[src/rtl/mc_sequencer.sv]
// ---------------------------------------------------------------------------
// mc_sequencer
//   Multi-cycle control sequencer for the CPU. It walks each instruction
//   through FETCH / DECODE / execute / memory / writeback states. From the
//   current state, the latched opcode and the ready/zero inputs it drives the
//   datapath strobes.
//
// Ports
//   clk          system clock, rising edge
//   reset        asynchronous, active-high
//   opcode       opcode field from IR (sampled only in DECODE)
//   zero_flag    ALU result == 0
//   instr_ready  instruction ROM data valid this cycle
//   mem_ready    data memory access complete this cycle
//   pc_writ      PC load enable
//   pc_src       0 = pc+2, 1 = pc+imm
//   ir_writ      IR load enable
//   reg_writ     register-file write enable
//   reg_dst      0 = rd, 1 = rs2 as destination
//   alu_src      0 = reg_dat2, 1 = imm_extend
//   alu_op       ALU function (ADD=0, SUB=1, AND=2, OR=3)
//   mem_read     data memory read request
//   mem_write    data memory write request
//   mem_to_reg   writeback source = memory
//   halted       sequencer parked in HALT
//   trap         sequencer parked in TRAP (illegal opcode)
//   retired      count of completed instructions (wraps)
// ---------------------------------------------------------------------------
module mc_sequencer #(
    parameter int OPC_W    = 4,
    parameter int ALU_OP_W = 3,
    parameter int CNT_W    = 16
) (
    input  logic                clk,
    input  logic                reset,
    input  logic [OPC_W-1:0]    opcode,
    input  logic                zero_flag,
    input  logic                instr_ready,
    input  logic                mem_ready,
    output logic                pc_writ,
    output logic                pc_src,
    output logic                ir_writ,
    output logic                reg_writ,
    output logic                reg_dst,
    output logic                alu_src,
    output logic [ALU_OP_W-1:0] alu_op,
    output logic                mem_read,
    output logic                mem_write,
    output logic                mem_to_reg,
    output logic                halted,
    output logic                trap,
    output logic [CNT_W-1:0]    retired
);

    localparam logic [3:0] S_FETCH    = 4'd0;
    localparam logic [3:0] S_DECODE   = 4'd1;
    localparam logic [3:0] S_EXEC_R   = 4'd2;
    localparam logic [3:0] S_EXEC_I   = 4'd3;
    localparam logic [3:0] S_ALU_WB   = 4'd4;
    localparam logic [3:0] S_MEM_ADDR = 4'd5;
    localparam logic [3:0] S_MEM_RD   = 4'd6;
    localparam logic [3:0] S_MEM_WB   = 4'd7;
    localparam logic [3:0] S_MEM_WR   = 4'd8;
    localparam logic [3:0] S_BRANCH   = 4'd9;
    localparam logic [3:0] S_JUMP     = 4'd10;
    localparam logic [3:0] S_HALT     = 4'd11;
    localparam logic [3:0] S_TRAP     = 4'd12;

    localparam logic [3:0] OP_ADD  = 4'd0;
    localparam logic [3:0] OP_SUB  = 4'd1;
    localparam logic [3:0] OP_AND  = 4'd2;
    localparam logic [3:0] OP_OR   = 4'd3;
    localparam logic [3:0] OP_ADDI = 4'd4;
    localparam logic [3:0] OP_LW   = 4'd5;
    localparam logic [3:0] OP_SW   = 4'd6;
    localparam logic [3:0] OP_BEQ  = 4'd7;
    localparam logic [3:0] OP_BNE  = 4'd8;
    localparam logic [3:0] OP_JMP  = 4'd9;
    localparam logic [3:0] OP_HALT = 4'd15;

    localparam logic [ALU_OP_W-1:0] ALU_ADD = ALU_OP_W'(2'd0);
    localparam logic [ALU_OP_W-1:0] ALU_SUB = ALU_OP_W'(2'd1);

    logic [3:0]       state_q, state_d;
    logic [3:0]       op_q, op_d;
    logic [CNT_W-1:0] retired_q, retired_d;
    logic             retire_s;

    // Opcodes wider than the 4-bit encoding space are only legal when every
    // bit above bit 3 is zero.
    function automatic logic opc_in_range(input logic [OPC_W-1:0] opc);
        return ((opc >> 3'd4) == {OPC_W{1'b0}});
    endfunction

    // State, latched opcode and retired counter registers.
    always_ff @(posedge clk or posedge reset) begin
        if (reset) begin
            state_q   <= S_FETCH;
            op_q      <= 4'd0;
            retired_q <= {CNT_W{1'b0}};
        end else begin
            state_q   <= state_d;
            op_q      <= op_d;
            retired_q <= retired_d;
        end
    end

    // Next-state logic; opcode is captured only while in DECODE so later IR
    // changes cannot disturb an instruction in flight.
    always_comb begin
        state_d  = state_q;
        op_d     = op_q;
        retire_s = 1'b0;
        case (state_q)
            S_FETCH: begin
                if (instr_ready) begin
                    state_d = S_DECODE;
                end else begin
                    state_d = S_FETCH;
                end
            end
            S_DECODE: begin
                op_d = opcode[3:0];
                if (!opc_in_range(opcode)) begin
                    state_d = S_TRAP;
                end else begin
                    case (opcode[3:0])
                        OP_ADD, OP_SUB, OP_AND, OP_OR: state_d = S_EXEC_R;
                        OP_ADDI:                       state_d = S_EXEC_I;
                        OP_LW, OP_SW:                  state_d = S_MEM_ADDR;
                        OP_BEQ, OP_BNE:                state_d = S_BRANCH;
                        OP_JMP:                        state_d = S_JUMP;
                        OP_HALT:                       state_d = S_HALT;
                        default:                       state_d = S_TRAP;
                    endcase
                end
            end
            S_EXEC_R:   state_d = S_ALU_WB;
            S_EXEC_I:   state_d = S_ALU_WB;
            S_ALU_WB: begin
                retire_s = 1'b1;
                state_d  = S_FETCH;
            end
            S_MEM_ADDR: begin
                if (op_q == OP_SW) begin
                    state_d = S_MEM_WR;
                end else begin
                    state_d = S_MEM_RD;
                end
            end
            S_MEM_RD: begin
                if (mem_ready) begin
                    state_d = S_MEM_WB;
                end else begin
                    state_d = S_MEM_RD;
                end
            end
            S_MEM_WB: begin
                retire_s = 1'b1;
                state_d  = S_FETCH;
            end
            S_MEM_WR: begin
                if (mem_ready) begin
                    retire_s = 1'b1;
                    state_d  = S_FETCH;
                end else begin
                    state_d = S_MEM_WR;
                end
            end
            S_BRANCH: begin
                retire_s = 1'b1;
                state_d  = S_FETCH;
            end
            S_JUMP: begin
                retire_s = 1'b1;
                state_d  = S_FETCH;
            end
            S_HALT:  state_d = S_HALT;
            S_TRAP:  state_d = S_TRAP;
            default: state_d = S_FETCH;
        endcase
    end

    // Retired counter wraps naturally at 2**CNT_W.
    always_comb begin
        if (retire_s) begin
            retired_d = retired_q + CNT_W'(1'b1);
        end else begin
            retired_d = retired_q;
        end
    end

    assign retired = retired_q;

    // Output decode. Outputs are combinational from state, so the reset
    // input masks them directly; no strobe may glitch high while reset is held.
    always_comb begin
        pc_writ    = 1'b0;
        pc_src     = 1'b0;
        ir_writ    = 1'b0;
        reg_writ   = 1'b0;
        reg_dst    = 1'b0;
        alu_src    = 1'b0;
        alu_op     = ALU_ADD;
        mem_read   = 1'b0;
        mem_write  = 1'b0;
        mem_to_reg = 1'b0;
        halted     = 1'b0;
        trap       = 1'b0;
        case (state_q)
            S_FETCH: begin
                if (instr_ready) begin
                    ir_writ = 1'b1;
                    pc_writ = 1'b1;
                end else begin
                    ir_writ = 1'b0;
                    pc_writ = 1'b0;
                end
            end
            S_DECODE: begin
                ir_writ = 1'b0;
            end
            S_EXEC_R: begin
                alu_op = ALU_OP_W'(op_q[1:0]);
            end
            S_EXEC_I: begin
                alu_src = 1'b1;
            end
            S_ALU_WB: begin
                reg_writ = 1'b1;
                // Keep the ALU configured as in the preceding EXEC state so the
                // result stays stable through the register write.
                if (op_q == OP_ADDI) begin
                    reg_dst = 1'b1;
                    alu_src = 1'b1;
                end else begin
                    alu_op = ALU_OP_W'(op_q[1:0]);
                end
            end
            S_MEM_ADDR: begin
                alu_src = 1'b1;
            end
            S_MEM_RD: begin
                mem_read = 1'b1;
                alu_src  = 1'b1;
            end
            S_MEM_WB: begin
                reg_writ   = 1'b1;
                mem_to_reg = 1'b1;
                reg_dst    = 1'b1;
            end
            S_MEM_WR: begin
                mem_write = 1'b1;
                alu_src   = 1'b1;
            end
            S_BRANCH: begin
                alu_op = ALU_SUB;
                pc_src = 1'b1;
                if (op_q == OP_BNE) begin
                    pc_writ = !zero_flag;
                end else begin
                    pc_writ = zero_flag;
                end
            end
            S_JUMP: begin
                pc_writ = 1'b1;
                pc_src  = 1'b1;
            end
            S_HALT:  halted = 1'b1;
            S_TRAP:  trap   = 1'b1;
            default: trap   = 1'b0;
        endcase
        if (reset) begin
            pc_writ    = 1'b0;
            pc_src     = 1'b0;
            ir_writ    = 1'b0;
            reg_writ   = 1'b0;
            reg_dst    = 1'b0;
            alu_src    = 1'b0;
            alu_op     = ALU_ADD;
            mem_read   = 1'b0;
            mem_write  = 1'b0;
            mem_to_reg = 1'b0;
            halted     = 1'b0;
            trap       = 1'b0;
        end else begin
            halted = halted;
        end
    end

endmodule
[config.mk]
export PLATFORM = sky130hd
export DESIGN_NAME = mc_sequencer
export DESIGN_NICKNAME = d
export VERILOG_FILES = /design/src/rtl/mc_sequencer.sv
export SDC_FILE = /design/constraint.sdc
export NUM_CORES = 1
export LEC_CHECK = 0
export CORE_ASPECT_RATIO = 1.75
export CORE_MARGIN = 5
export CORE_UTILIZATION = 42
export DETAILED_ROUTE_END_ITERATION = 10
export GPL_ROUTABILITY_DRIVEN = 0
export PLACE_DENSITY = 0.78
export SLEW_MARGIN = 0
export SYNTH_ARGS = -nofsm -noshare
export SYNTH_HDL_FRONTEND = slang
export SYNTH_SLANG_ARGS = --single-unit
export TNS_END_PERCENT = 100
[constraint.sdc]
create_clock -name clk -period 2.1 [get_ports clk]
set_input_delay 0.42 -clock clk [delete_from_list [all_inputs] [get_ports clk]]
set_output_delay 0.42 -clock clk [all_outputs]
set_load 0.005 [all_outputs]
# After elaboration in Yosys (flattened, before gate mapping)
# Memories as Yosys holds them, arrays and structs flattened.
# Cells that the tools add are included.
dict set report classes {
  n_addsub 1
  n_eq_ne 15
  n_mux 35
  n_reduce_logical 7
}
# op count
set ops {}
lappend ops {{$pmux W4 S8} 1}
lappend ops {{$mux W1} 25}
lappend ops {{$eq A4 B3 Y1 const B} 6}
lappend ops {{$eq A4 B4 Y1 const B} 6}
lappend ops {{$add A16 B1 Y16 const B} 1}
lappend ops {{$eq A4 B2 Y1 const B} 2}
lappend ops {{$mux W4} 2}
lappend ops {{$reduce_or A4 Y1} 2}
lappend ops {{$pmux W1 S2} 3}
lappend ops {{$pmux W2 S3} 1}
lappend ops {{$reduce_or A2 Y1} 3}
lappend ops {{$eq A4 B1 Y1 const B} 1}
lappend ops {{$logic_not A4 Y1} 1}
lappend ops {{$mux W3} 1}
lappend ops {{$pmux W1 S3} 1}
lappend ops {{$mux W2} 1}
lappend ops {{$logic_not A1 Y1} 1}
dict set report totals {
  reg_bits 24
  mem_bits_ro 64
  wordCells 62
  memories 1
}
# memory depth width read_ports rd_ports_with_merged_regs write_ports line_no
set mem_list {}
lappend mem_list {{(name not given)} 16 4 1 0 0 127} ;# case (opcode[3:0])

# Logic depth before layout (Yosys ltp)
# Gate-level depths: netlist of run 1.
dict set report logic_depth {
  word_depth 4
  ltp_mapped 6
  mapped_depth_nobuf 6
}

# Least setup slack after synthesis of run 1
# OpenSTA, ideal clock, no wires.
dict set report synth_path {
  path_kind {in2out}
  start {input port reset}
  end {output port mem_write}
  arrival_time_ns 1.382
  required_time_ns 1.680
  setup_slack_ns 0.298
  cell_stages 3
  path_cell_list {inv_1 -> nand3_1 -> nor3_1}
}
dict set report synth_via {
  elab_chain_cells 1
}
# element line_no
set synth_lines {}
lappend synth_lines {{start, declared} 35} ;# input logic reset,
lappend synth_lines {{$mux W1} 273} ;# if (reset) begin
lappend synth_lines {{end, declared} 48} ;# output logic mem_write,
# Every way passes these cells.

# Worst setup path in the final report of run 1
dict set report layout_path {
  start {register op_q[1]}
  end {output port alu_src}
}
dict set report layout_via {
  elab_chain_cells 4
}
# element line_no
set layout_lines {}
lappend layout_lines {{start, declared} 85} ;# logic [3:0] op_q, op_d;
lappend layout_lines {{start signal, assigned} 103} ;# op_q <= op_d;
lappend layout_lines {{$eq A4 B3 Y1} 233} ;# if (op_q == OP_ADDI) begin
lappend layout_lines {{$mux W1} 233}
lappend layout_lines {{$pmux W1 S2} 210} ;# case (state_q)
lappend layout_lines {{$mux W1} 273}
lappend layout_lines {{end, declared} 45} ;# output logic alu_src,
# Every way passes these cells.

==> results of run 1 <==
==> stage by stage <==
step / worst slack (ns) / hold slack, ns / power [µW]
final: -0.09060 / 0.3493 / 2658
after global routing: -0.1869 / 0.3481 / 2838
after CTS: -0.1288 / 0.4721 / 2640
after detailed placement: -0.3994 / 0.4566 / 2120
after global placement: -0.3942 / 0.4566 / 2096
after floorplan: 0.2984 / 0.4623 / 1491
==> power breakdown <==
part,internal (µW),switching [µW],total (µW),leakage [µW]
sequential,606,180,786,0.000298
combinational,830,734,1560,0.000692
clock,167,141,308,0.0000288
==> tightest hold or removal path, stage by stage <==
cell	delay, ns
dlymetal6s2s_1	0.14
buf_6	0.14
inv_4	0.07
buf_4	0.19
==> layer usage <==
layer	track usage, %	wire length [µm]	up-vias	share of wire [%]
li1	-	-	741	-
met1	19.35	1690	745	39
met2	33.20	2454	39	57
met3	1.860	138	2	3.2
met4	5.941	37	0	0.86
met5	0	0	-	0
==> flip-flops by register name, indices dropped and copies added (netlist names) <==
register and cells:
retired 16, state_q 4, op_q 4
==> worst paths after layout <==
check,from,to,cells past startpoint
max in group asynchronous,reset,op_q[0],5
hold / removal,reset,state_q[0],4
setup reg to reg,state_q[0],retired[7],7
setup / recovery,op_q[1],alu_src,8
hold reg to reg,retired[15],retired[15],1
min in group clk,retired[15],retired[15],1
==> cell usage in the layout, fill, tap and decap left out, drive strengths merged, types with 3 or more instances in the layout <==
cell type,instances
a21oi,11
and3,3
buf,36
clkbuf,5
clkdlybuf4s50,23
dfrtp,24
dlygate4sd2,9
ha,5
inv,6
mux2,4
mux2i,3
nand2,20
nand2b,3
nand3,9
nand4,6
nor2,12
nor2b,4
nor3,7
o21ai,9
xnor2,13
xor2,3
==> repair_timing <==
action,in CTS,in global routing
pin swaps,5,6
endpoints found under the setup margin,13,6
buffers inserted,7,2
hold buffers,0,0
resized for setup,38,10
==> cell families after synthesis <==
kind of cell	synth area share [%]
AND/OR/NAND/NOR	26.76
AO/OA/AOI/OAI	11.72
flip-flops	38.80
XOR/XNOR	9.055
buffers and inverters	4.527
multiplexers	4.850
adder cells (fa/ha/maj)	4.042
other	0.2423
==> final cells by class <==
cell class              count  area (µm²)
flip-flops and latches     24       601.8
well taps                  46       57.56
multi-input cells         135       952.2
clock buffers               4       55.05
inverters                   6       25.02
fillers                   292        1279
repair buffers             71       621.8
==> synthesized netlist by cell type, types with 3 or more instances <==
master	count	area, µm²
nand3_1	9	45.04
clkbuf_1	6	22.52
dfrtp_1	24	600.6
o21ai_0	9	45.04
nand4_1	6	37.54
mux2_2	4	45.04
nor3_1	6	30.03
a21oi_1	11	55.05
mux2i_1	3	30.03
nand2b_1	3	18.77
nor2_1	12	45.04
and3_1	3	18.77
xor2_1	3	26.28
ha_1	5	62.56
nand2_1	20	75.07
nor2b_1	4	25.02
inv_1	6	22.52
xnor2_1	13	113.9
==> results.sh, run 1 <==
export IMPL_outcome="finished, violations left"
export IMPL_violations="negative setup slack"
export IMPL_worst_skew_pair_late_latency_ns=0.26
export IMPL_io_pins=39
export IMPL_wirelength_um=4320
export IMPL_die_h_um=90.31
export IMPL_vias=1527
export IMPL_timing_fmax_mhz=456.5
export IMPL_grt_pass1_wl_um=7196
export IMPL_setup_viol=1
export IMPL_fin_area_um2=2313
export IMPL_placed_area_um2=2123
export IMPL_fp_dieW_um=55.89
export IMPL_grt_max_degree=21
export IMPL_synth_top_flop_cell="dfrtp_1"
export IMPL_rsz0062_at_grt="true"
export IMPL_cts_buffers=3
export IMPL_hold_path_class="in2async"
export IMPL_fin_skew_ns=0.003870
export IMPL_root_buffer="clkbuf_8"
export IMPL_syn_to_final_growth_pct=49.47
export IMPL_ctsLongestPathBuffers=2
export IMPL_path_clk_slew_ns=0.08
export IMPL_fin_nets=255
export IMPL_track_usage_pct=17.38
export IMPL_fin_cells=286
export IMPL_ff2ff_setup_slack_ns=0.22
export IMPL_yosysUniqueCellTypes=39
export IMPL_maxCapViolCount=0
export IMPL_ys_seq_area_share_pct=38.80
export IMPL_ir_worst_vdd_uv=1035
export IMPL_tns_ns=-0.09060
export IMPL_fin_crit_sh_pct=104.3
export IMPL_syn_area_um2=1548
export IMPL_drtIter0Drc=50
export IMPL_rows=29
export IMPL_fin_crit_ns=2.191
export IMPL_crit_family="buffers and inverters"
export IMPL_drtAntennaViolNets=0
export IMPL_relSlewSlack_pct=60.71
export IMPL_crit_required_ns=1.68
export IMPL_cp_end_kind="primary output"
export IMPL_firstDrtPassIters=5
export IMPL_viasPerCell=5.339
export IMPL_drive_above_1_share_pct=25.42
export IMPL_arrival_ns=1.77
export IMPL_dp_hpwl_um=3161
export IMPL_power_density_nw_per_um2=1149
export IMPL_drc_errors=0
export IMPL_drv_slew=0
export IMPL_antenna_cells=0
export IMPL_synth_edf_count=0
export IMPL_h_tree_depth=1
export IMPL_crit_chain="buf_6, nor4b_4, buf_4, o21bai_1, a211oi_1, a21oi_1, nor2_1, buf_2"
export IMPL_tightestPinTransition_ns=0.5832
export IMPL_initial_utilization_pct=43.09
export IMPL_antenna_found_initial=0
export IMPL_critical_path_class="reg2out"
export IMPL_worst_path_max_delay_cell="dfrtp_1"
export IMPL_buffer_ports_inserted=37
export IMPL_ys_seq_elements=24
export IMPL_core_um2=3592
export IMPL_die_area_um2=5047
export IMPL_wire_per_inst_um=15.10
export IMPL_synth_fp_nets=189
export IMPL_leakagePower_uw=0.001019
export IMPL_synth_cells=175
export IMPL_grt_pass1_vias=1591
export IMPL_setup_ws_ns=-0.09060
export IMPL_worstPathMaxFanout=3
export IMPL_slowest_delay_ns=0.40
export IMPL_final_util_pct=64.40
export IMPL_worstSetupStartpointType="register"
export IMPL_yosysWarnings=0
export IMPL_synthArstFlopShare_pct=100.0
export IMPL_cp_num_buf_inv=3
export IMPL_avgSynthCellArea_um2=8.844
export IMPL_cts_tree="done"
export IMPL_placed_cells=274
export IMPL_hold_viol_final=0
export IMPL_clkSinkCount=24
export IMPL_gr_total_overflow=0
No activity file was read; power rests on OpenSTA's default activity.
==> inputs of run 2 (changes only) <==
Settings changed: CORE_MARGIN 5 to not set.
Clock period 2.1 ns to 2.3 ns, I/O delays scaled along.
==> run 2 against run 1 <==
Net effect: the run now ends clean; worst setup slack improved by 0.20 ns; hold slack improved by 0.12 ns; design area fell by 4.3%; register-to-register slack improved by 0.08 ns; clock-buffer cell count fell by 1; via count fell by 3.3%; clock skew fell by 0.0016 ns; combinational power fell by 19%; die area fell by 22%; cell count fell by 4.5%; critical path depth fell by 1; first-iteration DRC count fell by 18%; highest routed layer unchanged.
==> results.sh, run 2 (synthesized netlist as in run 1, its figures left out) <==
export IMPL_outcome="completed"
export IMPL_layout_common_cells="24 x clkdlybuf4s50_1, 22 x dfrtp_1, 21 x buf_4, 19 x nand2_1, 13 x xnor2_1"
export IMPL_antenna_found_initial=0
export IMPL_fin_crit_ns=2.187
export IMPL_buffer_ports_inserted=37
export IMPL_place_ws_ns=-0.3004
export IMPL_final_common_cell="clkdlybuf4s50_1"
export IMPL_antenna_cells=0
export IMPL_p_total_uw=2364
export IMPL_drv_slew=0
export IMPL_r2r_start="state_q[1]"
export IMPL_final_util_pct=64.47
export IMPL_crit_required_ns=1.84
export IMPL_grt_pass1_vias=1476
export IMPL_relSlewSlack_pct=55.91
export IMPL_drtAntennaViolNets=0
export IMPL_path_clk_slew_ns=0.08
export IMPL_slowest_delay_ns=0.40
export IMPL_hold_buffers=0
export IMPL_vias=1477
export IMPL_track_usage_pct=22.42
export IMPL_hold_end="retired[15]"
export IMPL_critical_path_class="reg2out"
export IMPL_rsz0062_at_grt="true"
export IMPL_fin_nets=243
export IMPL_wire_per_inst_um=14.49
export IMPL_setup_viol=0
export IMPL_cts_buffers=3
export IMPL_core_um2=3433
export IMPL_r2r_end="retired[7]"
export IMPL_ff2ff_setup_slack_ns=0.30
export IMPL_hold_viol_final=0
export IMPL_fillers=306
export IMPL_hold_path_class="reg2reg"
export IMPL_fin_crit_sh_pct=95.07
export IMPL_worst_skew_pair_late_latency_ns=0.26
export IMPL_arrival_ns=1.73
export IMPL_viasPerCell=5.410
export IMPL_fin_area_um2=2213
export IMPL_power_density_nw_per_um2=1068
export IMPL_leakagePower_uw=0.001008
export IMPL_tightestPinTransition_ns=0.6544
export IMPL_h_tree_depth=1
export IMPL_io_pins=39
export IMPL_placed_area_um2=2069
export IMPL_ctsLongestPathBuffers=2
export IMPL_initial_utilization_pct=45.08
export IMPL_clkSinkCount=24
export IMPL_drive_above_1_share_pct=21.05
export IMPL_r2r_cells=7
export IMPL_rows=28
export IMPL_syn_to_final_growth_pct=43.01
export IMPL_cp_num_buf_inv=2
export IMPL_ir_worst_vdd_uv=745.5
export IMPL_setup_ws_ns=0.1134
export IMPL_worst_path_max_delay_cell="dfrtp_1"
export IMPL_largest_reg_flops=16
export IMPL_worstPathMaxFanout=3
export IMPL_root_buffer="clkbuf_8"
export IMPL_worstSetupStartpointType="register"
export IMPL_grt_pass1_wl_um=6486
export IMPL_drc_errors=0
export IMPL_die_area_um2=3942
export IMPL_fin_skew_ns=0.002296
export IMPL_whs_path_depth=1
export IMPL_maxCapViolCount=0
export IMPL_cp_end_kind="primary output"
export IMPL_dp_hpwl_um=2869
export IMPL_fp_dieW_um=47.89
export IMPL_die_h_um=82.31
export IMPL_crit_family="flip-flops"
export IMPL_crit_chain="buf_4, nor4b_4, xnor2_1, o21ai_1, a21boi_1, nor3_2, buf_2"
export IMPL_gr_total_overflow=0
export IMPL_grt_max_degree=21
export IMPL_timing_fmax_mhz=457.3
export IMPL_cts_tree="done"
export IMPL_wirelength_um=3956
export IMPL_firstDrtPassIters=4
export IMPL_drtIter0Drc=41
export IMPL_worstHoldStart="retired[15]"
run 2: cell types whose count changed in the layout (fill, tap and decap cells not counted), moves of 2 or more:
| cell | previous run | this run |
|---|---|---|
| buf_4 | 29 | 21 |
| buf_6 | 5 | 1 |
| dlygate4sd2_1 | 9 | 5 |
| dlymetal6s2s_1 | 1 | 5 |
| nor2b_2 | 0 | 2 |
| nor2b_4 | 2 | 0 |
run 2: stage by stage:
step	hold slack (ns)	setup TNS, ns	cells
after CTS	0.4759	-0.09587	272
after global placement	0.4573	-0.8494	266
final	0.4740	0	273
after floorplan	0.4647	0	175
after global routing	0.4949	-0.1136	273
after detailed placement	0.4614	-1.222	266
run 2: worst max path at each step:
| stage | from | endpoint | slack, ns | depth (start not counted) |
|---|---|---|---|---|
| after global routing | op_q[1] | pc_writ | -0.11 | 7 |
| after detailed placement | reset | alu_op[1] | -0.30 | 4 |
| after floorplan | reset | mem_write | 0.42 | 3 |
| after CTS | reset | halted | -0.05 | 6 |
| after global placement | reset | alu_op[1] | -0.26 | 4 |
| final | op_q[1] | pc_writ | 0.11 | 7 |
run 2: worst reg2reg max path: stages, from the launching register on:
cell,delay (ns)
dfrtp_2,0.44
buf_4,0.17
nand2_1,0.08
buf_4,0.14
nand3_1,0.13
o21ai_0,0.57
nand4_1,0.21
xnor2_1,0.16
run 2: final cells by class:
| class | instances | area [µm²] | area share [%] |
|---|---|---|---|
| clock buffers | 3 | 41.29 | 1.865 |
| inverters | 6 | 22.52 | 1.018 |
| clock inverters | 1 | 30.03 | 1.357 |
| multi-input cells | 135 | 923.4 | 41.72 |
| repair buffers | 59 | 536.8 | 24.25 |
| flip-flops and latches | 24 | 603.1 | 27.25 |
| well taps | 45 | 56.30 | 2.544 |
run 2: where the power goes:
group	internal [µW]	switching, µW	leakage (µW)
logic	658	614	0.000676
registers	555	172	0.000296
clock network	233	133	0.0000357
total	1450	919	0.00101
run 2: layer usage:
layer	vias up	global-route usage [%]	wire length (µm)
met1	710	25.24	1562
met5	-	0	0
met4	0	9.444	57
li1	720	-	-
met2	41	40.41	2212
met3	6	2.174	124
run 2: timing repair:
item                                    4_1_cts  5_1_grt
hold endpoints to repair                      0        0
endpoints found under the setup margin       13        7
pin swaps                                     1        2
buffers inserted                              2        1
resized for setup                            24       12
==> inputs of run 3 (changes only) <==
Settings changed: PLACE_DENSITY 0.78 to 0.68.
==> run 3 against run 2 <==
Net effect: sequential power shrank 0.6%; highest routed layer unchanged; global-route usage grew 1.2 points; non-clock buffer count shrank 1; fmax shrank 0.96%.
==> results.sh, run 3 (synthesized netlist as in run 1, its figures left out) <==
export IMPL_worstSetupStartpointType="register"
export IMPL_multi_input_area_um2=919.6
export IMPL_switchingPower_uw=920.3
export IMPL_final_common_cell="clkdlybuf4s50_1"
export IMPL_dp_hpwl_um=3159
export IMPL_tightestPinTransition_ns=0.7128
export IMPL_outcome="completed"
export IMPL_die_h_um=82.31
export IMPL_viasPerCell=5.397
export IMPL_drv_slew=0
export IMPL_buffer_ports_inserted=37
export IMPL_antenna_found_initial=0
export IMPL_cp_end_kind="primary output"
export IMPL_grt_pass1_wl_um=6796
export IMPL_cts_tree="done"
export IMPL_drc_errors=0
export IMPL_worst_skew_pair_late_latency_ns=0.27
export IMPL_slowest_delay_ns=0.40
export IMPL_r2r_start="state_q[1]"
export IMPL_initial_utilization_pct=45.08
export IMPL_wire_per_inst_um=15.23
export IMPL_hold_path_class="reg2reg"
export IMPL_worst_path_max_delay_cell="dfrtp_1"
export IMPL_vias=1468
export IMPL_rows=28
export IMPL_largest_reg_flops=16
export IMPL_drtIter0Drc=29
export IMPL_seq_area_um2=603.1
export IMPL_core_um2=3433
export IMPL_drive_above_1_share_pct=20.26
export IMPL_antenna_cells=0
export IMPL_power_density_nw_per_um2=1041
export IMPL_whs_path_depth=1
export IMPL_track_usage_pct=23.67
export IMPL_crit_required_ns=1.84
export IMPL_h_tree_depth=1
export IMPL_critical_path_class="reg2out"
export IMPL_r2r_cells=7
export IMPL_arrival_ns=1.75
export IMPL_crit_chain="nor4b_2, xnor2_1, o21ai_0, a21boi_0, nor3_1, dlygate4sd2_1"
export IMPL_internal_power_uw=1367
export IMPL_leakagePower_uw=0.001011
export IMPL_fp_dieW_um=47.89
export IMPL_clkPwrFrac_pct=12.2
export IMPL_gr_total_overflow=0
export IMPL_hold_buffers=0
export IMPL_die_area_um2=3942
export IMPL_fin_area_um2=2197
export IMPL_wirelength_um=4142
export IMPL_timing_fmax_mhz=453.0
export IMPL_r2r_end="retired[7]"
export IMPL_fin_nets=242
export IMPL_syn_to_final_growth_pct=41.96
export IMPL_layout_common_cells="24 x clkdlybuf4s50_1, 22 x dfrtp_1, 20 x nand2_1, 19 x buf_4, 13 x xnor2_1"
export IMPL_power_frac_seq_pct=31.6
export IMPL_fin_skew_ns=0.004011
export IMPL_grt_max_degree=21
export IMPL_ir_worst_vdd_uv=852.3
export IMPL_relSlewSlack_pct=51.98
export IMPL_pwr_share_comb_pct=56.2
export IMPL_hold_viol_final=0
export IMPL_fin_crit_ns=2.208
export IMPL_maxCapViolCount=0
export IMPL_p_total_uw=2287
export IMPL_placed_area_um2=2062
export IMPL_fin_cells=272
export IMPL_root_buffer="clkbuf_8"
export IMPL_hold_end="retired[15]"
export IMPL_drtAntennaViolNets=0
export IMPL_rsz0062_at_grt="true"
export IMPL_switching_share_pct=40.24
export IMPL_setup_viol=0
export IMPL_clkSinkCount=24
export IMPL_worstHoldStart="retired[15]"
export IMPL_firstDrtPassIters=4
export IMPL_crit_family="simple AND/OR/NAND/NOR gates"
export IMPL_fillers=327
export IMPL_placed_cells=265
export IMPL_ff2ff_setup_slack_ns=0.26
export IMPL_worstPathMaxFanout=2
export IMPL_io_pins=39
export IMPL_ctsLongestPathBuffers=2
export IMPL_path_clk_slew_ns=0.08
export IMPL_grt_pass1_vias=1514
export IMPL_cts_buffers=3
export IMPL_cp_num_buf_inv=1
export IMPL_fin_crit_sh_pct=95.99
-- run 3: changes by cell type in the layout (fill, tap and decap cells not counted), sizes merged --
cell           change
buf                -2
bufinv             -1
clkbuf             +1
clkdlybuf4s15      -1
dlygate4sd2        +1
dlymetal6s2s       +1
-- run 3: repair_timing --
item                       in CTS  in global routing
pin swaps                       4                  0
gates resized for setup        21                 10
setup endpoints to repair      13                  8
buffers inserted                3                  0
-- run 3: layout make-up --
class	instances	share of cell area, %
tap	45	2.563
inverter	6	1.139
multi-input combinational	135	41.86
timing repair buffer	58	24.49
sequential	24	27.45
clock buffer	4	2.506
-- run 3: worst max-delay path by stage --
stage / slack (ns) / startpoint / endpoint / cells after the start
after floorplan: 0.42 / reset / mem_write / 3
after CTS: -0.03 / op_q[1] / alu_src / 8
after detailed placement: -0.32 / reset / alu_op[1] / 4
after global placement: -0.27 / reset / alu_op[1] / 4
after global routing: -0.03 / op_q[1] / alu_src / 8
final: 0.09 / op_q[2] / pc_writ / 6
-- run 3: worst register-to-register path: cells and delay by family, from the launching register on --
| kind | cells | cell delay (ns) |
|---|---|---|
| compound gates | 1 | 0.61 |
| xor+xnor | 1 | 0.16 |
| buf+inv | 2 | 0.31 |
| flops | 1 | 0.45 |
| simple gates | 3 | 0.40 |
-- run 3: power groups by stage --
stage | sequential, µW | clock (µW) | combinational [µW]
global placement | 713 | 0 | 1160
CTS | 716 | 286 | 1280
global route | 748 | 297 | 1410
floorplan | 687 | 0 | 674
finish | 723 | 280 | 1280
detailed placement | 721 | 0 | 1190
-- run 3: stage by stage --
stage          setup TNS [ns]  hold WS (ns)  util, %  worst slack, ns
2_1_floorplan               0        0.4647        -           0.4184
3_3_place_gp          -0.7807        0.4596    60.06          -0.2693
3_5_place_dp           -1.038        0.4743    60.06          -0.3204
4_1_cts              -0.04002        0.4924    63.48         -0.03354
5_1_grt              -0.02998        0.5133    63.99         -0.02757
6_report                    0        0.4909    63.99          0.09225
-- run 3: routing by layer --
layer	track usage [%]	wire length (µm)	part of all wire, %
met5	0	0	0
met4	8.333	93	2.2
met3	1.957	135	3.3
met2	43.51	2276	55
met1	26.83	1636	39
==> RTL edit 1 (flow settings as in run 2) <==
Set the parameter `ALU_OP_W` to 5 (it was 3).
--- a/src/rtl/mc_sequencer.sv
+++ b/src/rtl/mc_sequencer.sv
@@ -30,3 +30,3 @@
     parameter int OPC_W    = 4,
-    parameter int ALU_OP_W = 3,
+    parameter int ALU_OP_W = 5,
     parameter int CNT_W    = 16
Interface: changed (resized alu_op); port bits go from 39 to 41. The function was not compared with the original's and may differ.
==> RTL edit 1 against run 2 <==
Clock power down 25%; setup slack worse by 0.026 ns; sequential share of layout area is 0.24 points lower; highest routed layer unchanged; design area grew 0.90%; critical endpoint is now pc_src; synthesized area is 0.97% higher; sequential cell count stayed put; wire length down 2.1%; total power fell by 2.2%.
==> RTL edit 1: results (changes against run 2) <==
* Outcome: completed (unchanged)
* Clk power at 0.272 mW (was 0.365 mW)
* Compound-cell area share of the yosys netlist at 11.6% (was 11.7%)
* Wire length on met2 at 2180 um (was 2210 um)
* Total Nets Final at 248 (was 243)
* Vias/cell at 5.29 (was 5.41)
* Critical Path Max Stage Delay at 0.50 ns (was 0.40 ns)
* Core area at 3590 sq um (was 3430 sq um)
* Fraction of layout cells with a size suffix above 1 at 21.9% (was 21.1%)
* Adder-cell area share of the yosys netlist at 4.00% (was 4.04%)
* DP Area at 2090 sq um (was 2070 sq um)
* WL met1 at 1430 um (was 1560 um)
* CP max FO at 6 (was 3)
* Number of global-route vias before repair at 1414 (was 1476)
* CP startpoint: state_q[1] (was op_q[1])
* Pwr Density at 1040 nW/um^2 (was 1070 nW/um^2)
* Post-synthesis cell count at 177 (was 175)
* Comb power frac at 56.7% (was 53.8%)
* Critical R2R Capture: retired[11] (was retired[7])
* Setup WS post-layout at 0.0874 ns (was 0.113 ns)
* Arr. time, crit path at 1.75 ns (was 1.73 ns)
* Post-Route Skew at 0.00255 ns (was 0.00230 ns)
* Initial DRC count at 26 (was 41)
* Pleak at 0.958 nW (was 1.01 nW)
* Internal power at 1.40 mW (was 1.45 mW)
* Placed cells at 271 (was 266)
* Hpwl dp at 2900 um (was 2870 um)
* Crit path max-delay family: buffers and inverters (was flip-flops)
* Pre-CTS setup slack at -0.303 ns (was -0.300 ns)
* Worst slew margin at 57.7% (was 55.9%)
* Detailed Route WL at 3870 um (was 3960 um)
[RTL edit 1: changes by cell type in the layout (fill, tap and decap cells not counted), moves of 2 or more]
cell             change
clkdlybuf4s50_1      +5
dlymetal6s2s_1       -3
buf_6                +2
conb_1               +2
dlygate4sd2_1        -2
[RTL edit 1: timing repair]
action | 4_1_cts | 5_1_grt
resized for setup | 22 | 13
buffers inserted | 3 | 1
setup endpoints to repair | 13 | 6
pin swaps | 2 | 1
[RTL edit 1: cell type report]
type                            instances  area (sq um)
Fill cell                             311          1360
Tap cell                               46          57.6
Sequential cell                        24           603
Timing Repair Buffer                   62           556
Clock buffer                            4          55.1
Inverter                                6          25.0
Multi-Input combinational cell        137           937
[RTL edit 1: routing by layer]
metal	global-route usage, %	vias up
met5	0	-
met4	9.17	0
met3	1.74	10
met2	40.9	36
met1	23.1	703
li1	-	728
==> RTL edit 2 (config.mk and constraints of run 2) <==
Without the edit above. Reset style: synchronous (`reset`), changed in one clocked block. Comments in the files are not updated.
--- a/src/rtl/mc_sequencer.sv
+++ b/src/rtl/mc_sequencer.sv
@@ -95,3 +95,3 @@
     // State, latched opcode and retired counter registers.
-    always_ff @(posedge clk or posedge reset) begin
+    always_ff @(posedge clk) begin
         if (reset) begin
Check against the original RTL: differs if reset is asserted again (counterexample within 4 cycles, from zero or initial values and one cycle with reset high); with reset held inactive, the same outputs for 10 cycles.
==> RTL edit 2 against run 2 <==
Design area increased by 1.2%; setup slack got worse by 0.052 ns; maximum frequency decreased by 2.3%; die area increased by 2.0%; clock skew about the same; worst hold slack improved by 0.038 ns; register-to-register slack got worse by 0.13 ns; synthesized cell count increased by 18%; cell count increased by 10%; sequential cell count unchanged; wire length increased by 3.4%; synthesized area increased by 2.1%; critical path type unchanged.
Power is not compared: it rests on default switching activity, and its combinational part moved more than twofold at a synthesized area within 25%.
==> RTL edit 2: results (changes against run 2) <==
* Syn nets at 220 (was 189)
* Placed cells at 292 (was 266)
* First-pass GRT wire length at 6560 um (was 6490 um)
* Top post-synthesis cells by area: dfxtp_1 (30%), nor2_1 (6.7%), a21oi_1 (5.1%), xor2_1 (5.0%), nand2_1 (4.0%) (was dfrtp_1 (39%), xnor2_1 (7.4%), nand2_1 (4.9%), ha_1 (4.0%), a21oi_1 (3.6%))
* # resized after CTS at 9 (was 24)
* Hpwl dp at 3040 um (was 2870 um)
* Global Route met3 Usage at 1.47% (was 2.17%)
* Crit-path slowest cell: clkdlybuf4s50_1 (was dfrtp_1)
* Arr. time, crit path at 1.78 ns (was 1.73 ns)
* Seq/Total Area, Yosys at 30.4% (was 38.8%)
* Met2 global-route usage at 38.5% (was 40.4%)
* Mux share of post-synthesis cell area at 3.88% (was 4.85%)
* Critical Path Max Stage Delay at 0.53 ns (was 0.40 ns)
* WL met1 at 1520 um (was 1560 um)
* Crit path max-delay family: buffers and inverters (was flip-flops)
* Tightest Pin Transition at 0.547 ns (was 0.654 ns)
* Post-Route Skew at 0.00235 ns (was 0.00230 ns)
* Compound-cell area share of the yosys netlist at 18.7% (was 11.7%)
* Total GRT Usage at 20.2% (was 22.4%)
* Fraction of layout cells with a size suffix above 1 at 16.9% (was 21.1%)
* Asr flop ratio synth at 0% (was 100%)
* Commonest cells post-synth: nor2_1 (28), dfxtp_1 (24), nand2_1 (17), a21oi_1 (16), nand3_1 (11) (was dfrtp_1 (24), nand2_1 (20), xnor2_1 (13), nor2_1 (12), a21oi_1 (11))
* Post-synthesis cell count at 206 (was 175)
* Outcome: completed (unchanged)
* Wire per inst at 13.6 um (was 14.5 um)
* Fillers at 304 (was 306)
* CP max FO at 15 (was 3)
* Detailed-routed wire length on met3 at 89 um (was 124 um)
## RTL edit 2: cell types whose count changed in the layout (fill, tap and decap cells not counted), sizes merged, moves of 3 or more
cell           before  now
buf                23   19
dlygate4sd2         5    2
nand3               9   12
a21oi              11   17
xnor2              13    2
dfxtp               0   24
xor2                3    9
or3                 2    5
mux2                4    1
dfrtp              24    0
o211ai              0    4
clkdlybuf4s50      24   29
nor2               12   28
nand2              20   17
## RTL edit 2: power breakdown
part | internal (mW) | switching [mW] | total, mW
Clock | 0.233 | 0.148 | 0.381
Sequential | 0.435 | 0.0321 | 0.467
Combinational | 0.131 | 0.143 | 0.274
## RTL edit 2: stage by stage
stage               setup WS [ns]  total power, mW  util, %
floorplan                   0.434            0.622        -
global placement          -0.0839            0.726     57.6
detailed placement         -0.120            0.728     57.6
CTS                        -0.117             1.11     60.7
global route               0.0184             1.17     62.3
finish                     0.0616             1.12     62.3
## RTL edit 2: area by class of cell
class,instances,area [sq um],area share [%]
inverters,8,30.0,1.34
repair buffers,56,527,23.5
flip-flops and latches,24,490,21.9
well taps,46,57.6,2.57
clock inverters,1,30.0,1.34
clock buffers,3,41.3,1.84
multi-input cells,163,1060,47.5
## RTL edit 2: final timing paths
| path | start | endpoint | slack [ns] | cells past startpoint |
|---|---|---|---|---|
| max | state_q[2] | pc_src | 0.06 | 4 |
| min | retired[1] | retired[1] | 0.51 | 2 |
| max reg2reg | state_q[1] | retired[15] | 0.17 | 6 |
| min reg2reg | retired[1] | retired[1] | 0.51 | 2 |
## RTL edit 2: cell families after synthesis
| logic type | after synthesis |
|---|---|
| adder cells (fa/ha/maj) | 5 |
| buffers and inverters | 19 |
| AO/OA/AOI/OAI | 43 |
| AND/OR/NAND/NOR | 97 |
| XOR/XNOR | 11 |
| flip-flops | 24 |
| other | 1 |
| multiplexers | 6 |
